### src/rtl/sdram_arb_pkg.sv
// Shared state encoding, parameter defaults and debt arithmetic for sdram_refresh_arbiter.
package sdram_arb_pkg;

    typedef enum logic [1:0] {
        IDLE    = 2'b00,
        BUS     = 2'b01,
        REFRESH = 2'b10,
        RECOVER = 2'b11
    } arb_state_e;

    localparam int unsigned DEF_REFRESH_INTERVAL = 780;
    localparam int unsigned DEF_MAX_DEBT         = 7;
    localparam int unsigned DEF_TRFC             = 7;

    // Tick and issue together cancel; a tick at the limit saturates.
    function automatic logic [3:0] debt_next(input logic [3:0] debt,
                                             input logic       tick,
                                             input logic       issue,
                                             input logic [3:0] max_debt);
        logic [3:0] r;
        r = debt;
        if (tick && !issue && (debt != max_debt))
            r = debt + 4'd1;
        else if (issue && !tick && (debt != 4'd0))
            r = debt - 4'd1;
        return r;
    endfunction

endpackage

### src/rtl/sdram_refresh_arbiter_refresh_timer.sv
// Refresh interval counter plus owed-refresh debt counter and sticky overrun flag.
module refresh_timer
    import sdram_arb_pkg::*;
#(
    parameter int unsigned REFRESH_INTERVAL = DEF_REFRESH_INTERVAL,
    parameter int unsigned MAX_DEBT         = DEF_MAX_DEBT
) (
    input  logic       clk,
    input  logic       rst,
    input  logic       issue,
    output logic [3:0] debt,
    output logic       urgent,
    output logic       overrun
);

    localparam int unsigned   IW     = $clog2(REFRESH_INTERVAL + 1);
    localparam logic [IW-1:0] RELOAD = IW'(REFRESH_INTERVAL - 1);
    localparam logic [3:0]    MAXD   = 4'(MAX_DEBT);

    logic [IW-1:0] intv_q, intv_d;
    logic [3:0]    debt_q, debt_d;
    logic          ovr_q, ovr_d;
    logic          tick;

    always_comb begin
        tick   = (intv_q == '0);
        intv_d = tick ? RELOAD : intv_q - IW'(1);
        debt_d = debt_next(debt_q, tick, issue, MAXD);
        ovr_d  = ovr_q | (tick & (debt_q == MAXD));
    end

    always_ff @(posedge clk) begin
        if (rst) begin
            intv_q <= RELOAD;
            debt_q <= '0;
            ovr_q  <= 1'b0;
        end else begin
            intv_q <= intv_d;
            debt_q <= debt_d;
            ovr_q  <= ovr_d;
        end
    end

    assign debt    = debt_q;
    assign urgent  = (debt_q == MAXD);
    assign overrun = ovr_q;

endmodule

### src/rtl/sdram_refresh_arbiter.sv
// Arbitrates the SDRAM command port between Zorro II bus accesses and auto-refresh.
// Define REFRESH_BURST_EN to chain refreshes straight out of RECOVER while the bus is idle.
module sdram_refresh_arbiter
    import sdram_arb_pkg::*;
#(
    parameter int unsigned REFRESH_INTERVAL = DEF_REFRESH_INTERVAL,
    parameter int unsigned MAX_DEBT         = DEF_MAX_DEBT,
    parameter int unsigned TRFC             = DEF_TRFC
) (
    input  logic       MEMCLK,
    input  logic       RESET,
    input  logic       bus_req,
    input  logic       bus_done,
    output logic       bus_gnt,
    output logic       ref_cmd,
    output logic [3:0] debt,
    output logic       overrun
);

    localparam int unsigned RW = $clog2(TRFC + 1);

    arb_state_e    state_q, state_d;
    logic [RW-1:0] rcnt_q, rcnt_d;
    logic          bus_gnt_q, bus_gnt_d;
    logic          ref_cmd_q, ref_cmd_d;
    logic          urgent;
    logic          issue;

    assign issue = (state_q == REFRESH);

    refresh_timer #(
        .REFRESH_INTERVAL(REFRESH_INTERVAL),
        .MAX_DEBT        (MAX_DEBT)
    ) u_timer (
        .clk    (MEMCLK),
        .rst    (RESET),
        .issue  (issue),
        .debt   (debt),
        .urgent (urgent),
        .overrun(overrun)
    );

    always_comb begin
        state_d = state_q;
        rcnt_d  = rcnt_q;
        case (state_q)
            IDLE: begin
                if (urgent)
                    state_d = REFRESH;
                else if (bus_req)
                    state_d = BUS;
                else if (debt != 4'd0)
                    state_d = REFRESH;
            end
            BUS: begin
                if (bus_done)
                    state_d = IDLE;
            end
            REFRESH: begin
                state_d = RECOVER;
                rcnt_d  = RW'(TRFC - 2);
            end
            RECOVER: begin
                if (rcnt_q == '0) begin
`ifdef REFRESH_BURST_EN
                    state_d = ((debt != 4'd0) && !bus_req) ? REFRESH : IDLE;
`else
                    state_d = IDLE;
`endif
                end else begin
                    rcnt_d = rcnt_q - RW'(1);
                end
            end
            default: state_d = IDLE;
        endcase
        // Outputs are decoded from the next state so they register alongside it.
        bus_gnt_d = (state_d == BUS);
        ref_cmd_d = (state_d == REFRESH);
    end

    always_ff @(posedge MEMCLK) begin
        if (RESET) begin
            state_q   <= IDLE;
            rcnt_q    <= '0;
            bus_gnt_q <= 1'b0;
            ref_cmd_q <= 1'b0;
        end else begin
            state_q   <= state_d;
            rcnt_q    <= rcnt_d;
            bus_gnt_q <= bus_gnt_d;
            ref_cmd_q <= ref_cmd_d;
        end
    end

    assign bus_gnt = bus_gnt_q;
    assign ref_cmd = ref_cmd_q;

endmodule

### config.mk
export PLATFORM = sky130hd
export DESIGN_NAME = sdram_refresh_arbiter
export DESIGN_NICKNAME = d
export VERILOG_FILES = /design/src/rtl/sdram_arb_pkg.sv /design/src/rtl/sdram_refresh_arbiter_refresh_timer.sv /design/src/rtl/sdram_refresh_arbiter.sv
export SDC_FILE = /design/constraint.sdc
export NUM_CORES = 1
export LEC_CHECK = 0
export CAP_MARGIN = 20
export CORE_MARGIN = 2
export CORE_UTILIZATION = 40
export CTS_BUF_LIST = sky130_fd_sc_hd__clkbuf_4 sky130_fd_sc_hd__clkbuf_8 sky130_fd_sc_hd__clkbuf_16
export CTS_CLUSTER_SIZE = 14
export DETAILED_ROUTE_END_ITERATION = 7
export PLACE_DENSITY = 0.66
export RECOVER_POWER = 25
export SLEW_MARGIN = 0
export SYNTH_ARGS = -nofsm -noshare
export SYNTH_HDL_FRONTEND = slang
export SYNTH_SLANG_ARGS = --single-unit
### constraint.sdc
create_clock -name MEMCLK -period 2.18 [get_ports MEMCLK]
set_input_delay 0.545 -clock MEMCLK [delete_from_list [all_inputs] [get_ports MEMCLK]]
set_output_delay 0.545 -clock MEMCLK [all_outputs]
set_load 0.02 [all_outputs]
==> results of run 1 <==
routing by layer:
layer / up-vias / routed length [um] / track usage [%]
met3: 6 / 66 / 3.02
met4: 0 / 57 / 5.57
li1: 470 / - / -
met5: - / 0 / 0
met2: 18 / 1160 / 25.7
met1: 434 / 1040 / 19.1
worst max path at each step:
stage | endpoint | slack (ps) | depth (start not counted)
floorplan | u_timer.debt[3]$_SDFFE_PP0P_ | 40 | 8
global placement | u_timer.debt[3]$_SDFFE_PP0P_ | 40 | 8
detailed placement | u_timer.debt[3]$_SDFFE_PP0P_ | -50 | 8
CTS | u_timer.debt[3]$_SDFFE_PP0P_ | 3 | 8
global route | u_timer.debt[3]$_SDFFE_PP0P_ | -90 | 8
finish | u_timer.debt[3]$_SDFFE_PP0P_ | 20 | 8
Yosys cell counts, drive strengths merged:
| library cell | instances |
|---|---|
| nor3 | 5 |
| nand4b | 1 |
| o21a | 1 |
| or2b | 1 |
| clkbuf | 1 |
| and2 | 1 |
| and3 | 2 |
| o21ai | 3 |
| mux2 | 2 |
| and4b | 2 |
| nand2 | 14 |
| fa | 1 |
| a21boi | 1 |
| a21o | 1 |
| buf | 1 |
| or3 | 2 |
| a22oi | 1 |
| or2 | 1 |
| and3b | 1 |
| mux2i | 4 |
| inv | 5 |
| a21oi | 7 |
| nor2 | 17 |
| xnor2 | 4 |
| dfxtp | 22 |
| nor4 | 2 |
| ha | 6 |
| xor2 | 3 |
| nor2b | 4 |
| a211oi | 3 |
state kept, by name, summed over array words and instances (netlist names):
| register | cells |
|---|---|
| bus_gnt | 1 |
| u_timer.overrun | 1 |
| rcnt_q | 3 |
| ref_cmd | 1 |
| u_timer.intv_q | 10 |
| u_timer.debt | 4 |
| state_q | 2 |
through the flow:
stage	power (W)	cells	setup slack (ps)	util, %
5_1_grt	0.000729	179	-85.8	56.3
2_1_floorplan	0.000455	119	35.2	-
6_report	0.000694	179	17.0	56.3
3_3_place_gp	0.000477	168	39.5	52.0
4_1_cts	0.000702	178	2.88	55.3
3_5_place_dp	0.000478	168	-49.1	52.0
power by group through the flow:
stage               logic [W]  registers (W)  clock network [W]
floorplan           0.0000260       0.000429                  0
CTS                 0.0000541       0.000417           0.000231
global route        0.0000611       0.000419           0.000248
global placement    0.0000516       0.000426                  0
detailed placement  0.0000526       0.000426                  0
finish              0.0000550       0.000418           0.000221
layout by cell type, fill, tap and decap left out, types with 3 or more instances in the layout:
cell	instances
clkdlybuf4s50_1	10
a211oi_1	3
dfxtp_1	18
xnor2_1	4
mux2i_1	3
ha_1	5
dfxtp_2	4
inv_1	5
clkbuf_4	3
nor3_1	4
buf_4	18
a21oi_1	6
nor2_1	17
xor2_1	3
nand2_1	13
o21ai_0	3
nor2b_1	4
timing repair:
item,CTS,global route
gates resized for setup,1,5
buffers inserted,6,1
endpoints found under the setup margin,1,1
pin swaps,2,1
layout make-up:
type                       count  area [um^2]  area share [%]
multi-input combinational     90          634            45.1
sequential                    22          445            31.6
timing repair buffer          28          235            16.7
tap                           30         37.5            2.67
clock buffer                   4         36.3            2.58
inverter                       5         18.8            1.33
kinds of logic (layout without fill, tap and decap cells):
group / after synthesis / after routing / share of synthesized area (%)
AO/OA/AOI/OAI: 17 / 17 / 9.59
XOR/XNOR: 7 / 7 / 5.73
adder cells (fa/ha/maj): 7 / 7 / 8.89
buffers and inverters: 7 / 37 / 3.16
flip-flops: 22 / 22 / 41.2
multiplexers: 6 / 6 / 6.20
AND/OR/NAND/NOR: 53 / 53 / 25.3
==> flow_summary.json, run 1 <==
{
  "status": "finished clean",
  "whs_ps": 416,
  "hpwl_um": 1570,
  "power.density_nw_per_um2": 493,
  "grt_max_degree": 13,
  "min_path_cells": 1,
  "dieArea_um2": 3100,
  "coreArea_um2": 2500,
  "p_sw_w": 0.000153,
  "crit_family": "simple AND/OR/NAND/NOR gates",
  "reg2reg_slack_ps": 20,
  "ant_nets": 0,
  "drive_above_1_share_pct": 24.8,
  "path_clk_slew_ps": 120,
  "num_vias": 928,
  "cts_sinks": 22,
  "syn_nets": 130,
  "start_util_pct": 42.8,
  "cts_tree": "done",
  "tightest_slew_ps": 362,
  "pwr-share-seq_pct": 60.2,
  "ys_ff_latch": 22,
  "io_buffers": 10,
  "placed_area_um2": 1300,
  "chipWidth_um": 55.7,
  "finalInstanceArea_um2": 1410,
  "r2r_end": "u_timer.debt[3]$_SDFFE_PP0P_",
  "cap_viol_max_count": 0,
  "fin_worst_skew_ps": 6.77,
  "leakage_nw": 0.601,
  "syn_area_per_cell_um2": 8.99,
  "wirelength_um": 2330,
  "drt_first_pass_iters": 4,
  "worst-path-buf-inv": 0,
  "ys_top_cells_by_area": "dfxtp_1 (41%), ha_1 (7.0%), nor2_1 (6.0%)",
  "start_kind": "flop",
  "top_level_ports": 11,
  "ir_drop_mv": 0.446,
  "cts_max_level": 1,
  "clk_latency_ps": 300,
  "hold_buffers": 0,
  "syn_inst": 119,
  "finalSetupTns_ps": 0,
  "rsz0062_at_grt": "true",
  "fill_cells": 219,
  "syn_area_um2": 1070,
  "area_growth_pct": 31.6,
  "diodes": 0,
  "rr_worst_depth": 8,
  "drt_iter0_drc": 41,
  "crit_type": "reg2reg",
  "clockBufferDepth": 2,
  "yosysTopAreaCell": "dfxtp_1",
  "placementRows": 18,
  "min_to": "u_timer.intv_q[0]$_SDFF_PP1_",
  "grt_pass1_wl_um": 3860,
  "fmax_mhz": 462,
  "grt_pass1_vias": 943,
  "ys_seq_area_share_pct": 41.2,
  "min_from": "u_timer.intv_q[0]$_SDFF_PP1_",
  "critPathCaptureType": "flop",
  "crit_start": "u_timer.intv_q[8]$_SDFF_PP1_",
  "switching_share_pct": 22.1,
  "slew_headroom_pct": 75.7,
  "critical-path-slowest-cell": "dfxtp_2",
  "grtUsageTotal_pct": 15.2,
  "final_hold_viol_count": 0,
  "place_congestion": 0.814,
  "hold_path.class": "reg2reg",
  "p_int_w": 0.000541,
  "grt_overflow": 0,
  "pwr-share-comb_pct": 7.9,
  "r2r_start": "u_timer.intv_q[8]$_SDFF_PP1_",
  "detail_route.wl_per_cell_um": 13.0,
  "synth_top_area_share_pct": 41.2,
  "vias_per_cell": 5.18,
  "drc": 0,
  "yosys_warnings": 0,
  "required_ps": 2380,
  "clkPwrFrac_pct": 31.9,
  "root_buffer": "clkbuf_4",
  "cpPeakStageDelay_ps": 360,
  "die_y_um": 55.7,
  "post-route-period-util_pct": 99.2,
  "numCtsBuffers": 3,
  "crit_chain": "nor4_4 -> and4b_2 -> nand2_4 -> ha_4 -> a21o_1 -> a21oi_2 -> mux2i_1 -> mux2_1",
  "setup_viol": 0,
  "arrival_ps": 2370,
  "fin_crit_ps": 2160,
  "antenna_found_initial": 0,
  "nNetsFinal": 161,
  "yosysUniqueCellTypes": 35,
  "cp_max_fo": 4,
  "slew_violations": 0
}
Power figures use the tool's default switching activity.
==> run 2: changes to the inputs <==
--- a/config.mk
+++ b/config.mk
@@ -8,7 +8,6 @@
 export CAP_MARGIN = 20
 export CORE_MARGIN = 2
 export CORE_UTILIZATION = 40
-export CTS_BUF_LIST = sky130_fd_sc_hd__clkbuf_4 sky130_fd_sc_hd__clkbuf_8 sky130_fd_sc_hd__clkbuf_16
 export CTS_CLUSTER_SIZE = 14
 export DETAILED_ROUTE_END_ITERATION = 7
 export PLACE_DENSITY = 0.66
==> results of run 2 <==
Same layout as run 1: the final DEF is identical, and so are final timing and power.
